### config.mk
export PLATFORM = sky130hd
export DESIGN_NAME = multicycle_ctrl_fsm
export DESIGN_NICKNAME = d
export VERILOG_FILES = /design/src/rtl/multicycle_ctrl_fsm_pkg.sv /design/src/rtl/multicycle_ctrl_fsm_mem_wait_timer.sv /design/src/rtl/multicycle_ctrl_fsm.sv
export SDC_FILE = /design/constraint.sdc
export NUM_CORES = 1
export LEC_CHECK = 0
export CAP_MARGIN = 40
export CORE_MARGIN = 2
export CORE_UTILIZATION = 52
export DETAILED_ROUTE_END_ITERATION = 12
export PLACE_DENSITY = 0.85
export SYNTH_ARGS = -nofsm -noshare
export SYNTH_HDL_FRONTEND = slang
export SYNTH_SLANG_ARGS = --single-unit
export TNS_END_PERCENT = 30
### constraint.sdc
create_clock -name clk -period 4.7 [get_ports clk]
set_clock_uncertainty 0.1 [all_clocks]
set_input_delay 0.94 -clock clk [delete_from_list [all_inputs] [get_ports clk]]
set_output_delay 0.94 -clock clk [all_outputs]
set_load 0.005 [all_outputs]
### src/rtl/multicycle_ctrl_fsm_pkg.sv
// Shared encodings for the multicycle RV32 control FSM: state codes and trap causes.
package multicycle_ctrl_fsm_pkg;

    // 3-bit state encoding; codes 6 and 7 are unused and recover to ST_IF
    typedef enum logic [2:0] {
        ST_IF    = 3'd0,
        ST_ID_EX = 3'd1,
        ST_MEM   = 3'd2,
        ST_WB    = 3'd3,
        ST_HALT  = 3'd4,
        ST_TRAP  = 3'd5
    } state_e;

    // Trap cause codes reported on trap_cause
    localparam logic [1:0] TRAP_NONE    = 2'b00;
    localparam logic [1:0] TRAP_ILLEGAL = 2'b01;
    localparam logic [1:0] TRAP_IMEM_TO = 2'b10;
    localparam logic [1:0] TRAP_DMEM_TO = 2'b11;

endpackage

### src/rtl/multicycle_ctrl_fsm_mem_wait_timer.sv
// Wait-cycle counter shared by the IF and MEM states. Counts cycles spent
// waiting for a ready and flags when the count equals MEM_TIMEOUT.
// MEM_TIMEOUT = 0 disables the hit output entirely.
module mem_wait_timer #(
    parameter int MEM_TIMEOUT = 255
) (
    input  logic clk,
    input  logic rst,
    input  logic clr,
    input  logic inc,
    output logic hit
);

    localparam int CW = (MEM_TIMEOUT > 0) ? $clog2(MEM_TIMEOUT + 1) : 1;

    logic [CW-1:0] count_reg;

    // Wait counter: clear has priority over increment
    always_ff @(posedge clk or posedge rst) begin
        if (rst) begin
            count_reg <= '0;
        end else if (clr) begin
            count_reg <= '0;
        end else if (inc) begin
            count_reg <= count_reg + CW'(1);
        end
    end

    assign hit = (MEM_TIMEOUT != 0) && (count_reg == CW'(MEM_TIMEOUT));

endmodule

### src/rtl/multicycle_ctrl_fsm.sv
// Multicycle RV32 control FSM: IF -> ID_EX -> [MEM] -> WB, with IMEM/DMEM
// ready handshakes, bounded wait timeout, illegal-decode trap and HALT/resume.
// Enables are a combinational decode of state and decoder flags, forced to 0
// while rst is high; trap_cause and the counters are registered.
module multicycle_ctrl_fsm
    import multicycle_ctrl_fsm_pkg::*;
#(
    parameter int XLEN        = 32,
    parameter int MEM_TIMEOUT = 255,
    parameter int CNT_W       = 32
) (
    input  logic                 clk,
    input  logic                 rst,
    input  logic                 is_LUI,
    input  logic                 is_AUIPC,
    input  logic                 is_JAL,
    input  logic                 is_JALR,
    input  logic                 is_IMM,
    input  logic                 is_ALU,
    input  logic                 is_LOAD,
    input  logic                 is_STORE,
    input  logic                 is_BRANCH,
    input  logic                 is_FENCE,
    input  logic                 is_SYSTEM,
    input  logic [XLEN/8-1:0]    decoder_dmem_we,
    input  logic                 imem_ready,
    input  logic                 dmem_ready,
    input  logic                 resume,
    output logic                 pc_we,
    output logic                 imem_rd,
    output logic                 rf_we,
    output logic                 dmem_rd,
    output logic [XLEN/8-1:0]    dmem_we,
    output logic                 halted,
    output logic                 trap,
    output logic [1:0]           trap_cause,
    output logic [CNT_W-1:0]     cycle_cnt,
    output logic [CNT_W-1:0]     instret_cnt
);

    localparam int BE_W = XLEN / 8;

    state_e            state_reg;
    state_e            state_next;
    logic [1:0]        trap_cause_reg;
    logic [1:0]        trap_cause_next;
    logic [CNT_W-1:0]  cycle_cnt_reg;
    logic [CNT_W-1:0]  instret_cnt_reg;
    logic              wb_from_halt_reg;

    logic              tmr_clr;
    logic              tmr_inc;
    logic              tmr_hit;

    logic              pc_we_next;
    logic              imem_rd_next;
    logic              rf_we_next;
    logic              dmem_rd_next;
    logic [BE_W-1:0]   dmem_we_next;
    logic              halted_next;
    logic              trap_next;

    logic              any_flag;

    assign any_flag = is_LUI | is_AUIPC | is_JAL | is_JALR | is_IMM | is_ALU |
                      is_LOAD | is_STORE | is_BRANCH | is_FENCE | is_SYSTEM;

    mem_wait_timer #(
        .MEM_TIMEOUT (MEM_TIMEOUT)
    ) u_wait_timer (
        .clk (clk),
        .rst (rst),
        .clr (tmr_clr),
        .inc (tmr_inc),
        .hit (tmr_hit)
    );

    // State register plus the marker that the upcoming WB retires a halted SYSTEM
    always_ff @(posedge clk or posedge rst) begin
        if (rst) begin
            state_reg        <= ST_IF;
            wb_from_halt_reg <= 1'b0;
        end else begin
            state_reg        <= state_next;
            wb_from_halt_reg <= (state_reg == ST_HALT) && resume;
        end
    end

    // Next-state, enable decode and wait-timer control
    always_comb begin
        state_next      = state_reg;
        trap_cause_next = TRAP_NONE;
        tmr_clr         = 1'b1;
        tmr_inc         = 1'b0;
        pc_we_next      = 1'b0;
        imem_rd_next    = 1'b0;
        rf_we_next      = 1'b0;
        dmem_rd_next    = 1'b0;
        dmem_we_next    = '0;
        halted_next     = 1'b0;
        trap_next       = 1'b0;

        case (state_reg)
            ST_IF: begin
                imem_rd_next = 1'b1;
                if (imem_ready) begin
                    state_next = ST_ID_EX;
                end else if (tmr_hit) begin
                    state_next      = ST_TRAP;
                    trap_cause_next = TRAP_IMEM_TO;
                end else begin
                    tmr_clr = 1'b0;
                    tmr_inc = 1'b1;
                end
            end
            ST_ID_EX: begin
                if (is_SYSTEM) begin
                    state_next = ST_HALT;
                end else if (is_LOAD || is_STORE) begin
                    state_next = ST_MEM;
                end else if (!any_flag) begin
                    state_next      = ST_TRAP;
                    trap_cause_next = TRAP_ILLEGAL;
                end else begin
                    state_next = ST_WB;
                end
            end
            ST_MEM: begin
                dmem_rd_next = is_LOAD;
                dmem_we_next = is_STORE ? decoder_dmem_we : '0;
                if (dmem_ready) begin
                    state_next = ST_WB;
                end else if (tmr_hit) begin
                    state_next      = ST_TRAP;
                    trap_cause_next = TRAP_DMEM_TO;
                end else begin
                    tmr_clr = 1'b0;
                    tmr_inc = 1'b1;
                end
            end
            ST_WB: begin
                pc_we_next = 1'b1;
                rf_we_next = !wb_from_halt_reg &&
                             !(is_STORE | is_BRANCH | is_FENCE | is_SYSTEM);
                state_next = ST_IF;
            end
            ST_HALT: begin
                halted_next = 1'b1;
                if (resume) begin
                    state_next = ST_WB;
                end
            end
            ST_TRAP: begin
                trap_next = 1'b1;
            end
            default: begin
                state_next = ST_IF;
            end
        endcase
    end

    // Trap cause latches on entry to TRAP and holds until reset
    always_ff @(posedge clk or posedge rst) begin
        if (rst) begin
            trap_cause_reg <= TRAP_NONE;
        end else if ((state_next == ST_TRAP) && (state_reg != ST_TRAP)) begin
            trap_cause_reg <= trap_cause_next;
        end
    end

    // Cycle counter (frozen in HALT/TRAP) and retired-instruction counter (WB)
    always_ff @(posedge clk or posedge rst) begin
        if (rst) begin
            cycle_cnt_reg   <= '0;
            instret_cnt_reg <= '0;
        end else begin
            if ((state_reg != ST_HALT) && (state_reg != ST_TRAP)) begin
                cycle_cnt_reg <= cycle_cnt_reg + CNT_W'(1);
            end
            if (state_reg == ST_WB) begin
                instret_cnt_reg <= instret_cnt_reg + CNT_W'(1);
            end
        end
    end

    // Requests drop the instant rst rises, without waiting for a clock
    assign pc_we       = pc_we_next   & ~rst;
    assign imem_rd     = imem_rd_next & ~rst;
    assign rf_we       = rf_we_next   & ~rst;
    assign dmem_rd     = dmem_rd_next & ~rst;
    assign dmem_we     = dmem_we_next & {BE_W{~rst}};
    assign halted      = halted_next  & ~rst;
    assign trap        = trap_next    & ~rst;
    assign trap_cause  = trap_cause_reg;
    assign cycle_cnt   = cycle_cnt_reg;
    assign instret_cnt = instret_cnt_reg;

endmodule

==> run_summary.xml, run 1 <==
<?xml version="1.0" encoding="UTF-8"?>
<metrics>
  <group name="run_status">
    <metric name="status" unit="">completed</metric>
  </group>
  <group name="logic_synthesis">
    <metric name="post_synthesis_cells" unit="">332</metric>
    <metric name="synth-async-reset-ratio" unit="%">100</metric>
    <metric name="post_syn_area" unit="µm²">3660</metric>
    <metric name="per_instance_average_area_after_synthesis" unit="µm²">11.0</metric>
    <metric name="synth_edf_count" unit="">0</metric>
    <metric name="synth_largest_area_cell" unit="">sky130_fd_sc_hd__dfrtp_1</metric>
    <metric name="postSynthRegisterBits" unit="">78</metric>
    <metric name="postSynth.topFlopCell" unit="">sky130_fd_sc_hd__dfrtp_1</metric>
    <metric name="post_synth_num_cell_types" unit="">43</metric>
    <metric name="most_used_standard_cell_by_instance_count_after_synthesis" unit="">sky130_fd_sc_hd__dfrtp_1</metric>
    <metric name="synth.top_cells.by_area" unit="">sky130_fd_sc_hd__dfrtp_1 (53%), sky130_fd_sc_hd__xnor2_1 (10%), sky130_fd_sc_hd__xor2_1 (5.7%)</metric>
    <metric name="synth_commonest_cells" unit="">sky130_fd_sc_hd__dfrtp_1 (78), sky130_fd_sc_hd__xnor2_1 (43), sky130_fd_sc_hd__nand2_1 (31)</metric>
    <metric name="netlist.area_leader.share" unit="%">53.3</metric>
    <metric name="synth-seq-area-share" unit="%">53.3</metric>
    <metric name="synth.yosys.warnings" unit="">0</metric>
    <metric name="postSynthNetCount" unit="">355</metric>
  </group>
  <group name="layout">
    <metric name="antenna_cells_inserted" unit="">0</metric>
    <metric name="final_core_utilization" unit="%">72.9</metric>
    <metric name="nFillCells" unit="">494</metric>
    <metric name="postLayoutCellArea" unit="µm²">4950</metric>
    <metric name="fraction_of_final_layout_cells_with_drive_strength_greater_than_1" unit="%">7.52</metric>
    <metric name="area_delta_synth_final" unit="%">35.1</metric>
    <metric name="nets" unit="">457</metric>
  </group>
  <group name="setup_path">
    <metric name="crit_arrival" unit="ns">2.76</metric>
    <metric name="r2r-start" unit="">state_reg[1]</metric>
    <metric name="setup.worst_path.end_class" unit="">primary output</metric>
    <metric name="setup.worst_path.start_class" unit="">input port</metric>
    <metric name="crit_fanout" unit="">4</metric>
    <metric name="worst-r2r-cell-count" unit="">5</metric>
    <metric name="r2r_slack" unit="ns">2.46</metric>
    <metric name="critical_path.max_stage_delay" unit="ns">0.55</metric>
    <metric name="cell_breakdown_of_the_critical_path" unit="">clkdlybuf4s50_1, nor4_1, nor4b_1, clkdlybuf4s50_1</metric>
    <metric name="timing.rr.end" unit="">cycle_cnt[17]</metric>
    <metric name="critPathRequiredTime" unit="ns">3.66</metric>
    <metric name="critical-path-top-cell-by-count" unit="">sky130_fd_sc_hd__clkdlybuf4s50_1</metric>
    <metric name="kind_of_critical_path" unit="">input port to primary output</metric>
    <metric name="critical_path.slowest_cell" unit="">sky130_fd_sc_hd__clkdlybuf4s50_1</metric>
  </group>
  <group name="clock_network">
    <metric name="cts_max_level" unit="">3</metric>
    <metric name="tritoncts.num_buffers" unit="">9</metric>
    <metric name="cts_tree" unit="">built</metric>
    <metric name="cts_hold_buf" unit="">0</metric>
    <metric name="cts.repair.resized" unit="">0</metric>
    <metric name="clock-root-buffer" unit="">sky130_fd_sc_hd__clkbuf_8</metric>
    <metric name="ctsLongestPathBuffers" unit="">2</metric>
    <metric name="postCtsSetupBuffers" unit="">0</metric>
    <metric name="clk_pin_slew" unit="ns">0.08</metric>
    <metric name="clkLatencyLatePin" unit="ns">0.34</metric>
    <metric name="clock_sink_count" unit="">78</metric>
  </group>
  <group name="global_route">
    <metric name="antenna_found_initial" unit="">0</metric>
    <metric name="grt_max_degree" unit="">42</metric>
    <metric name="grt_pass1_vias" unit="">2667</metric>
    <metric name="globalRouteTotalUtil" unit="%">20.5</metric>
    <metric name="wire_length_of_the_first_global_routing_pass" unit="µm">12500</metric>
    <metric name="gr_overflow_total" unit="">0</metric>
  </group>
  <group name="route">
    <metric name="drt-wirelength-per-cell" unit="µm">14.1</metric>
    <metric name="drt_iter0_markers" unit="">129</metric>
    <metric name="wl" unit="µm">7540</metric>
    <metric name="ant_nets" unit="">0</metric>
    <metric name="drc_errors" unit="">0</metric>
    <metric name="vias_per_cell" unit="">5.25</metric>
    <metric name="drt_first_pass_iters" unit="">4</metric>
    <metric name="dr_total_vias" unit="">2810</metric>
  </group>
  <group name="min_path">
    <metric name="min_from" unit="">instret_cnt[31]</metric>
    <metric name="min_to" unit="">instret_cnt[31]</metric>
    <metric name="hold-path-cell-count" unit="">1</metric>
    <metric name="worst_hold_path_type" unit="">flop to flop</metric>
  </group>
  <group name="place">
    <metric name="gp_routability_congestion" unit="">0.773</metric>
    <metric name="dpl_worst_slack" unit="ns">0.878</metric>
    <metric name="place_hpwl" unit="µm">5700</metric>
    <metric name="placed_cell_area" unit="µm²">4740</metric>
    <metric name="numPortBuffers" unit="">95</metric>
  </group>
  <group name="timing">
    <metric name="slew_viol_final" unit="">0</metric>
    <metric name="final_hold_viol_count" unit="">0</metric>
    <metric name="rsz0062_at_grt" unit="">no</metric>
    <metric name="fin_crit" unit="ns">3.80</metric>
    <metric name="final.period_utilization" unit="%">81.0</metric>
    <metric name="worst-slew-pin-transition" unit="ns">0.517</metric>
    <metric name="setup-tns-final" unit="ns">0</metric>
    <metric name="final.setup.worst_slack" unit="ns">0.895</metric>
    <metric name="relSlewSlack" unit="%">65.2</metric>
    <metric name="timing.final.setup_violations" unit="">0</metric>
    <metric name="maxClockFrequency" unit="MHz">263</metric>
  </group>
  <group name="power">
    <metric name="worst_vdd_rail_ir_drop" unit="mV">0.292</metric>
    <metric name="fin_total_pwr" unit="W">0.00180</metric>
    <metric name="power.leakage" unit="nW">2.18</metric>
    <metric name="power.density_cell_area" unit="nW/µm²">364</metric>
  </group>
  <group name="die">
    <metric name="fp.coreArea" unit="µm²">6790</metric>
    <metric name="start_util" unit="%">53.9</metric>
    <metric name="fp.dieH" unit="µm">88.0</metric>
    <metric name="floorplan.die_area" unit="µm²">7740</metric>
    <metric name="ios" unit="">96</metric>
    <metric name="die_width" unit="µm">88.0</metric>
    <metric name="num_rows" unit="">30</metric>
  </group>
  <group name="flow_run">
    <metric name="cap_viol_max_count" unit="">0</metric>
  </group>
</metrics>
-- final cells by class --
class	instances	area, µm²	share of cell area, %
Timing Repair Buffer	98	986	19.9
Sequential cell	78	1950	39.4
Tap cell	96	120	2.43
Multi-Input combinational cell	242	1660	33.5
Clock inverter	5	83.8	1.69
Clock buffer	11	131	2.65
Inverter	5	18.8	0.379
-- cells by family (layout without fill, tap and decap cells) --
kind of cell               Yosys count  in the layout  share of synthesized area [%]
AOI/OAI and AO/OA                   13             13                           2.29
xor gates and xnor gates            67             67                           16.0
adders and majority gates            3              3                           1.02
buffers and inverters               12            119                           1.43
DFF                                 78             78                           53.3
muxes                                2              2                          0.580
and+or+nand+nor                    157            157                           25.4
-- layer usage --
layer / global-route usage, % / share of wire [%] / routed length, µm / up-vias
met4: 5.87 / 0.98 / 74 / 0
li1: - / - / - / 1364
met5: 0 / 0 / 0 / -
met1: 28.2 / 46 / 3470 / 1361
met2: 33.1 / 48 / 3630 / 75
met3: 4.34 / 4.7 / 356 / 10
-- worst max path at each step --
stage	cells past startpoint	slack [ns]	start	end
6_report	4	0.90	is_SYSTEM	rf_we
5_1_grt	4	0.72	is_SYSTEM	rf_we
4_1_cts	4	0.87	is_SYSTEM	rf_we
3_5_place_dp	4	0.88	is_SYSTEM	rf_we
3_3_place_gp	4	1.01	is_SYSTEM	rf_we
2_1_floorplan	2	1.48	rst	cycle_cnt[0]
-- critical path, delay by kind of cell --
| kind | cells | cell delay (ns) |
|---|---|---|
| buf+inv | 2 | 1.02 |
| simple gates | 2 | 0.80 |
-- power by group --
part / leakage [nW] / switching [W] / total (W) / internal, W
clock network: 0.0998 / 0.000235 / 0.000536 / 0.000300
logic: 1.01 / 0.000163 / 0.000396 / 0.000233
registers: 1.06 / 0.000123 / 0.000869 / 0.000746
-- cell usage in the layout (no fill, tap or decap), drive strengths merged, types with 2 or more instances in the layout --
master         synthesis  final
clkdlybuf4s50          0     95
o21a                   2      2
nor4b                  4      4
nor4                   4      4
xnor2                 43     43
o21ai                  5      5
nand4                 16     16
bufinv                 0      2
nand3                 24     24
ha                     3      3
nor3b                  3      3
and2                   6      6
nand2b                 2      2
buf                    4      3
or3b                   2      2
inv                    5      5
or2                    2      2
xor2                  24     24
dfrtp                 78     78
clkbuf                 3     11
and3                  11     11
nand2                 31     31
clkinvlp               0      2
and4                  14     14
a21oi                  2      2
nor2                  26     26
nor3                   6      6
-- metrics by stage --
stage | instances | hold slack [ns]
finish | 535 | 0.371
global route | 535 | 0.401
CTS | 535 | 0.376
detailed placement | 519 | 0.360
global placement | 518 | 0.361
floorplan | 332 | 0.348
(Power assumes the default switching activity.)
==> inputs of run 2 (changes only) <==
CORE_UTILIZATION = 44   (was 52)
PLACE_DENSITY = 0.76   (was 0.85)
clock period = 3.5 ns   (was 4.7 ns; I/O delays follow)
==> run_summary.xml, run 2 (same netlist as run 1, synthesis figures left out) <==
<?xml version="1.0" encoding="UTF-8"?>
<metrics>
  <group name="setup_path">
    <metric name="critical-path-top-cell-by-count" unit="">sky130_fd_sc_hd__clkdlybuf4s50_1</metric>
    <metric name="timing.critical_path.max_delay_family" unit="">buffers and inverters</metric>
    <metric name="r2r-start" unit="">state_reg[1]</metric>
    <metric name="r2r_slack" unit="ns">1.29</metric>
    <metric name="setup.worst_path.start_class" unit="">input port</metric>
    <metric name="crit_arrival" unit="ns">2.52</metric>
    <metric name="timing.rr.end" unit="">cycle_cnt[17]</metric>
    <metric name="crit_fanout" unit="">4</metric>
    <metric name="cp.buffers_inverters" unit="">2</metric>
    <metric name="critPathRequiredTime" unit="ns">2.70</metric>
    <metric name="cell_breakdown_of_the_critical_path" unit="">clkdlybuf4s50_1, nor4_2, nor4b_1, clkdlybuf4s50_1</metric>
    <metric name="critical_path.slowest_cell" unit="">sky130_fd_sc_hd__clkdlybuf4s50_1</metric>
    <metric name="setup.worst_path.end_class" unit="">primary output</metric>
    <metric name="kind_of_critical_path" unit="">input port to primary output</metric>
    <metric name="critical_path.max_stage_delay" unit="ns">0.56</metric>
    <metric name="worst-r2r-cell-count" unit="">5</metric>
  </group>
  <group name="timing">
    <metric name="slew_viol_final" unit="">0</metric>
    <metric name="final.period_utilization" unit="%">94.8</metric>
    <metric name="rsz0062_at_grt" unit="">no</metric>
    <metric name="maxClockFrequency" unit="MHz">301</metric>
    <metric name="relSlewSlack" unit="%">48.4</metric>
    <metric name="worst-slew-pin-transition" unit="ns">0.773</metric>
    <metric name="timing.final.setup_violations" unit="">0</metric>
    <metric name="fin_crit" unit="ns">3.32</metric>
    <metric name="fin_worst_hold_slack" unit="ns">0.375</metric>
    <metric name="final_hold_viol_count" unit="">0</metric>
    <metric name="setup-tns-final" unit="ns">0</metric>
  </group>
  <group name="clock_network">
    <metric name="ctsLongestPathBuffers" unit="">2</metric>
    <metric name="tritoncts.num_buffers" unit="">9</metric>
    <metric name="clk_pin_slew" unit="ns">0.08</metric>
    <metric name="clkLatencyLatePin" unit="ns">0.35</metric>
    <metric name="cts_max_level" unit="">3</metric>
    <metric name="cts_tree" unit="">built</metric>
    <metric name="clock_sink_count" unit="">78</metric>
    <metric name="clock-root-buffer" unit="">sky130_fd_sc_hd__clkbuf_8</metric>
  </group>
  <group name="route">
    <metric name="wl" unit="µm">7850</metric>
    <metric name="vias_per_cell" unit="">5.11</metric>
    <metric name="drt_first_pass_iters" unit="">4</metric>
    <metric name="dr_total_vias" unit="">2770</metric>
    <metric name="drc_errors" unit="">0</metric>
    <metric name="ant_nets" unit="">0</metric>
    <metric name="drt-wirelength-per-cell" unit="µm">14.5</metric>
    <metric name="drt_iter0_markers" unit="">84</metric>
  </group>
  <group name="layout">
    <metric name="fraction_of_final_layout_cells_with_drive_strength_greater_than_1" unit="%">7.78</metric>
    <metric name="nFillCells" unit="">671</metric>
    <metric name="area_delta_synth_final" unit="%">34.9</metric>
    <metric name="antenna_cells_inserted" unit="">0</metric>
    <metric name="layout_commonest_cell" unit="">sky130_fd_sc_hd__clkdlybuf4s50_1</metric>
    <metric name="highest_count_cells_in_the_layout_ignoring_fill_and_taps" unit="">sky130_fd_sc_hd__clkdlybuf4s50_1 (95), sky130_fd_sc_hd__dfrtp_1 (78), sky130_fd_sc_hd__xnor2_1 (43), sky130_fd_sc_hd__nand2_1 (31), sky130_fd_sc_hd__nor2_1 (26)</metric>
    <metric name="nets" unit="">456</metric>
  </group>
  <group name="die">
    <metric name="ios" unit="">96</metric>
    <metric name="start_util" unit="%">45.1</metric>
    <metric name="floorplan.die_area" unit="µm²">9080</metric>
    <metric name="die_width" unit="µm">95.3</metric>
    <metric name="fp.coreArea" unit="µm²">8130</metric>
    <metric name="fp.dieH" unit="µm">95.3</metric>
    <metric name="num_rows" unit="">33</metric>
  </group>
  <group name="global_route">
    <metric name="antenna_found_initial" unit="">0</metric>
    <metric name="grt_util_met2" unit="%">28.3</metric>
    <metric name="gr_overflow_total" unit="">0</metric>
    <metric name="grt_max_degree" unit="">35</metric>
    <metric name="wire_length_of_the_first_global_routing_pass" unit="µm">13000</metric>
    <metric name="met3_usage" unit="%">4.43</metric>
    <metric name="grt_pass1_vias" unit="">2689</metric>
    <metric name="grt_busiest_layer" unit="">met2</metric>
    <metric name="globalRouteTotalUtil" unit="%">18.4</metric>
    <metric name="groute.layer.met1.usage" unit="%">24.9</metric>
  </group>
  <group name="min_path">
    <metric name="hold-path-cell-count" unit="">1</metric>
    <metric name="min_to" unit="">instret_cnt[31]</metric>
    <metric name="min_from" unit="">instret_cnt[31]</metric>
    <metric name="worst_hold_path_type" unit="">flop to flop</metric>
  </group>
  <group name="flow_run">
    <metric name="cap_viol_max_count" unit="">0</metric>
  </group>
  <group name="run_status">
    <metric name="status" unit="">completed</metric>
  </group>
  <group name="place">
    <metric name="place_hpwl" unit="µm">5860</metric>
    <metric name="gp_routability_congestion" unit="">0.827</metric>
    <metric name="numPortBuffers" unit="">95</metric>
  </group>
  <group name="power">
    <metric name="worst_vdd_rail_ir_drop" unit="mV">0.199</metric>
    <metric name="power.density_cell_area" unit="nW/µm²">479</metric>
    <metric name="power.leakage" unit="nW">2.17</metric>
  </group>
</metrics>
==> run 2: final cells by class <==
class,instances,area (µm²),area share [%]
Tap cell,105,131,2.66
Sequential cell,78,1950,39.5
Inverter,5,18.8,0.380
Clock inverter,5,58.8,1.19
Clock buffer,10,138,2.78
Multi-Input combinational cell,242,1670,33.7
Timing Repair Buffer,97,978,19.8
==> run 2: report_power, final <==
part / switching, W / internal, W / leakage [nW]
Sequential: 0.000156 / 0.00100 / 1.06
Clock: 0.000330 / 0.000346 / 0.0948
Combinational: 0.000225 / 0.000312 / 1.01
==> run 2: worst reg2reg max path: stages, from the launching register on <==
cell                       delay (ns)
sky130_fd_sc_hd__dfrtp_1         0.54
sky130_fd_sc_hd__nand2b_1        0.34
sky130_fd_sc_hd__nand4_1         0.25
sky130_fd_sc_hd__nor3_1          0.50
sky130_fd_sc_hd__and4_1          0.27
sky130_fd_sc_hd__xor2_1          0.14
==> run 2: how the worst max path moves through the flow <==
stage                    from      endpoint  slack (ns)  cells after the start
floorplan                 rst  cycle_cnt[0]        0.52                      2
global placement    is_SYSTEM         rf_we        0.24                      4
detailed placement  is_SYSTEM         rf_we        0.08                      4
CTS                 is_SYSTEM         rf_we        0.07                      4
global route        is_SYSTEM         rf_we        0.12                      4
finish              is_SYSTEM         rf_we        0.18                      4
==> run 2: metrics by stage <==
stage | util, % | cells | instance area (µm²) | power, W | worst slack (ns)
3_3_place_gp | 58.3 | 527 | 4740 | 0.00170 | 0.245
4_1_cts | 60.7 | 542 | 4940 | 0.00240 | 0.0746
6_report | 60.8 | 542 | 4940 | 0.00237 | 0.181
3_5_place_dp | 58.3 | 527 | 4740 | 0.00172 | 0.0805
2_1_floorplan | - | 332 | 3660 | 0.00145 | 0.524
5_1_grt | 60.8 | 542 | 4940 | 0.00250 | 0.118
==> run 2: what timing repair did <==
item	CTS	global route
setup endpoints to repair	0	1
hold buffers	0	0
setup buffers	0	0
resized for setup	0	1
endpoints found under the hold margin	0	0
==> run 2: routing by layer <==
| metal | part of all wire [%] | vias up | wire, µm |
|---|---|---|---|
| li1 | - | 1359 | - |
| met1 | 46 | 1332 | 3600 |
| met2 | 47 | 67 | 3690 |
| met3 | 5.2 | 12 | 411 |
| met4 | 1.8 | 0 | 145 |
| met5 | 0 | - | 0 |
==> inputs of run 3 (changes only) <==
CORE_UTILIZATION = 28   (was 44)
PLACE_DENSITY = 0.53   (was 0.76)
==> run_summary.xml, run 3 (same netlist as run 1, synthesis figures left out) <==
<?xml version="1.0" encoding="UTF-8"?>
<metrics>
  <group name="layout">
    <metric name="antenna_cells_inserted" unit="">0</metric>
    <metric name="fraction_of_final_layout_cells_with_drive_strength_greater_than_1" unit="%">7.32</metric>
    <metric name="layout_commonest_cell" unit="">sky130_fd_sc_hd__clkdlybuf4s50_1</metric>
    <metric name="nets" unit="">456</metric>
    <metric name="postLayoutCellArea" unit="µm²">5150</metric>
    <metric name="finalNonFillerCells" unit="">609</metric>
    <metric name="area_delta_synth_final" unit="%">40.5</metric>
    <metric name="highest_count_cells_in_the_layout_ignoring_fill_and_taps" unit="">sky130_fd_sc_hd__clkdlybuf4s50_1 (95), sky130_fd_sc_hd__dfrtp_1 (78), sky130_fd_sc_hd__xnor2_1 (43), sky130_fd_sc_hd__nand2_1 (31), sky130_fd_sc_hd__nor2_1 (26)</metric>
  </group>
  <group name="die">
    <metric name="start_util" unit="%">28.8</metric>
    <metric name="fp.dieH" unit="µm">118</metric>
    <metric name="num_rows" unit="">41</metric>
    <metric name="ios" unit="">96</metric>
    <metric name="floorplan.die_area" unit="µm²">14000</metric>
    <metric name="fp.coreArea" unit="µm²">12700</metric>
    <metric name="die_width" unit="µm">118</metric>
  </group>
  <group name="clock_network">
    <metric name="cts_hold_buf" unit="">0</metric>
    <metric name="ctsLongestPathBuffers" unit="">2</metric>
    <metric name="cts_max_level" unit="">3</metric>
    <metric name="clkLatencyLatePin" unit="ns">0.34</metric>
    <metric name="postCtsSetupBuffers" unit="">0</metric>
    <metric name="tritoncts.num_buffers" unit="">9</metric>
    <metric name="cts.repair.resized" unit="">0</metric>
    <metric name="cts_tree" unit="">built</metric>
    <metric name="clk_pin_slew" unit="ns">0.06</metric>
    <metric name="clock_sink_count" unit="">78</metric>
    <metric name="clock-root-buffer" unit="">sky130_fd_sc_hd__clkbuf_16</metric>
  </group>
  <group name="power">
    <metric name="worst_vdd_rail_ir_drop" unit="mV">0.305</metric>
    <metric name="fin_total_pwr" unit="W">0.00269</metric>
    <metric name="power.density_cell_area" unit="nW/µm²">522</metric>
    <metric name="power.leakage" unit="nW">2.23</metric>
  </group>
  <group name="setup_path">
    <metric name="critPathRequiredTime" unit="ns">2.70</metric>
    <metric name="crit_arrival" unit="ns">2.50</metric>
    <metric name="worst-r2r-cell-count" unit="">5</metric>
    <metric name="worst-path-stages" unit="">4</metric>
    <metric name="critical-path-top-cell-by-count" unit="">sky130_fd_sc_hd__clkdlybuf4s50_1</metric>
    <metric name="kind_of_critical_path" unit="">input port to primary output</metric>
    <metric name="setup.worst_path.end_class" unit="">primary output</metric>
    <metric name="critical_path.max_stage_delay" unit="ns">0.55</metric>
    <metric name="critical_path.slowest_cell" unit="">sky130_fd_sc_hd__clkdlybuf4s50_1</metric>
    <metric name="crit_fanout" unit="">4</metric>
    <metric name="timing.critical_path.max_delay_family" unit="">buffers and inverters</metric>
    <metric name="cp.buffers_inverters" unit="">2</metric>
    <metric name="cell_breakdown_of_the_critical_path" unit="">clkdlybuf4s50_1, nor4_1, nor4b_1, clkdlybuf4s50_1</metric>
    <metric name="setup.worst_path.start_class" unit="">input port</metric>
  </group>
  <group name="global_route">
    <metric name="grt_max_degree" unit="">45</metric>
    <metric name="wire_length_of_the_first_global_routing_pass" unit="µm">13900</metric>
    <metric name="grt_pass1_vias" unit="">2741</metric>
    <metric name="gr_overflow_total" unit="">0</metric>
    <metric name="globalRouteTotalUtil" unit="%">12.5</metric>
    <metric name="antenna_found_initial" unit="">0</metric>
  </group>
  <group name="route">
    <metric name="dr_total_vias" unit="">2763</metric>
    <metric name="ant_nets" unit="">0</metric>
    <metric name="drc_errors" unit="">0</metric>
    <metric name="drt_iter0_markers" unit="">194</metric>
    <metric name="drt-wirelength-per-cell" unit="µm">13.9</metric>
    <metric name="wl" unit="µm">8440</metric>
    <metric name="vias_per_cell" unit="">4.54</metric>
    <metric name="drt_first_pass_iters" unit="">4</metric>
  </group>
  <group name="timing">
    <metric name="rsz0062_at_grt" unit="">no</metric>
    <metric name="relSlewSlack" unit="%">66.9</metric>
    <metric name="final.period_utilization" unit="%">94.4</metric>
    <metric name="fin_worst_hold_slack" unit="ns">0.375</metric>
    <metric name="worst-slew-pin-transition" unit="ns">0.493</metric>
    <metric name="fin_crit" unit="ns">3.30</metric>
    <metric name="final_hold_viol_count" unit="">0</metric>
    <metric name="slew_viol_final" unit="">0</metric>
    <metric name="setup-tns-final" unit="ns">0</metric>
    <metric name="timing.final.setup_violations" unit="">0</metric>
    <metric name="maxClockFrequency" unit="MHz">303</metric>
  </group>
  <group name="place">
    <metric name="placed_cell_area" unit="µm²">4850</metric>
    <metric name="placedCellCount" unit="">594</metric>
    <metric name="place_hpwl" unit="µm">6200</metric>
    <metric name="numPortBuffers" unit="">95</metric>
    <metric name="gp_routability_congestion" unit="">0.809</metric>
  </group>
  <group name="min_path">
    <metric name="worst_hold_path_type" unit="">flop to flop</metric>
    <metric name="hold-path-cell-count" unit="">1</metric>
  </group>
  <group name="flow_run">
    <metric name="cap_viol_max_count" unit="">0</metric>
  </group>
  <group name="run_status">
    <metric name="status" unit="">completed</metric>
  </group>
</metrics>
## run 3: final timing paths
kind                          startpoint  slack (ns)        endpoint
min                        cycle_cnt[31]        0.37   cycle_cnt[31]
max in group asynchronous            rst        2.02   cycle_cnt[15]
max reg2reg                 state_reg[1]        1.30   cycle_cnt[17]
min reg2reg                cycle_cnt[31]        0.37   cycle_cnt[31]
max                            is_SYSTEM        0.20           rf_we
min in group asynchronous            rst        0.81  instret_cnt[0]
## run 3: metrics by stage
| stage | utilization, % | worst slack [ns] |
|---|---|---|
| 2_1_floorplan | - | 0.524 |
| 3_3_place_gp | 37.9 | 0.265 |
| 3_5_place_dp | 38.1 | 0.193 |
| 4_1_cts | 40.5 | 0.195 |
| 5_1_grt | 40.5 | 0.0719 |
| 6_report | 40.5 | 0.195 |
## run 3: power by group
part / switching, W / internal (W) / total, W
clock network: 0.000367 / 0.000617 / 0.000984
logic: 0.000228 / 0.000314 / 0.000542
registers: 0.000159 / 0.00100 / 0.00116
## run 3: final cells by class
cell class                      count  area, µm²
Clock buffer                       10        229
Clock inverter                      5       75.1
Fill cell                        1290       7570
Inverter                            5       20.0
Multi-Input combinational cell    242       1660
Sequential cell                    78       1950
Tap cell                          172        215
Timing Repair Buffer               97        998
## run 3: metal layers
metal | vias to the layer above | share of wire (%) | GRT usage [%]
met4 | 0 | 2.8 | 6.03
met1 | 1337 | 45 | 15.6
met5 | - | 0 | 0
met2 | 56 | 47 | 19.5
li1 | 1354 | - | -
met3 | 16 | 5.1 | 4.15
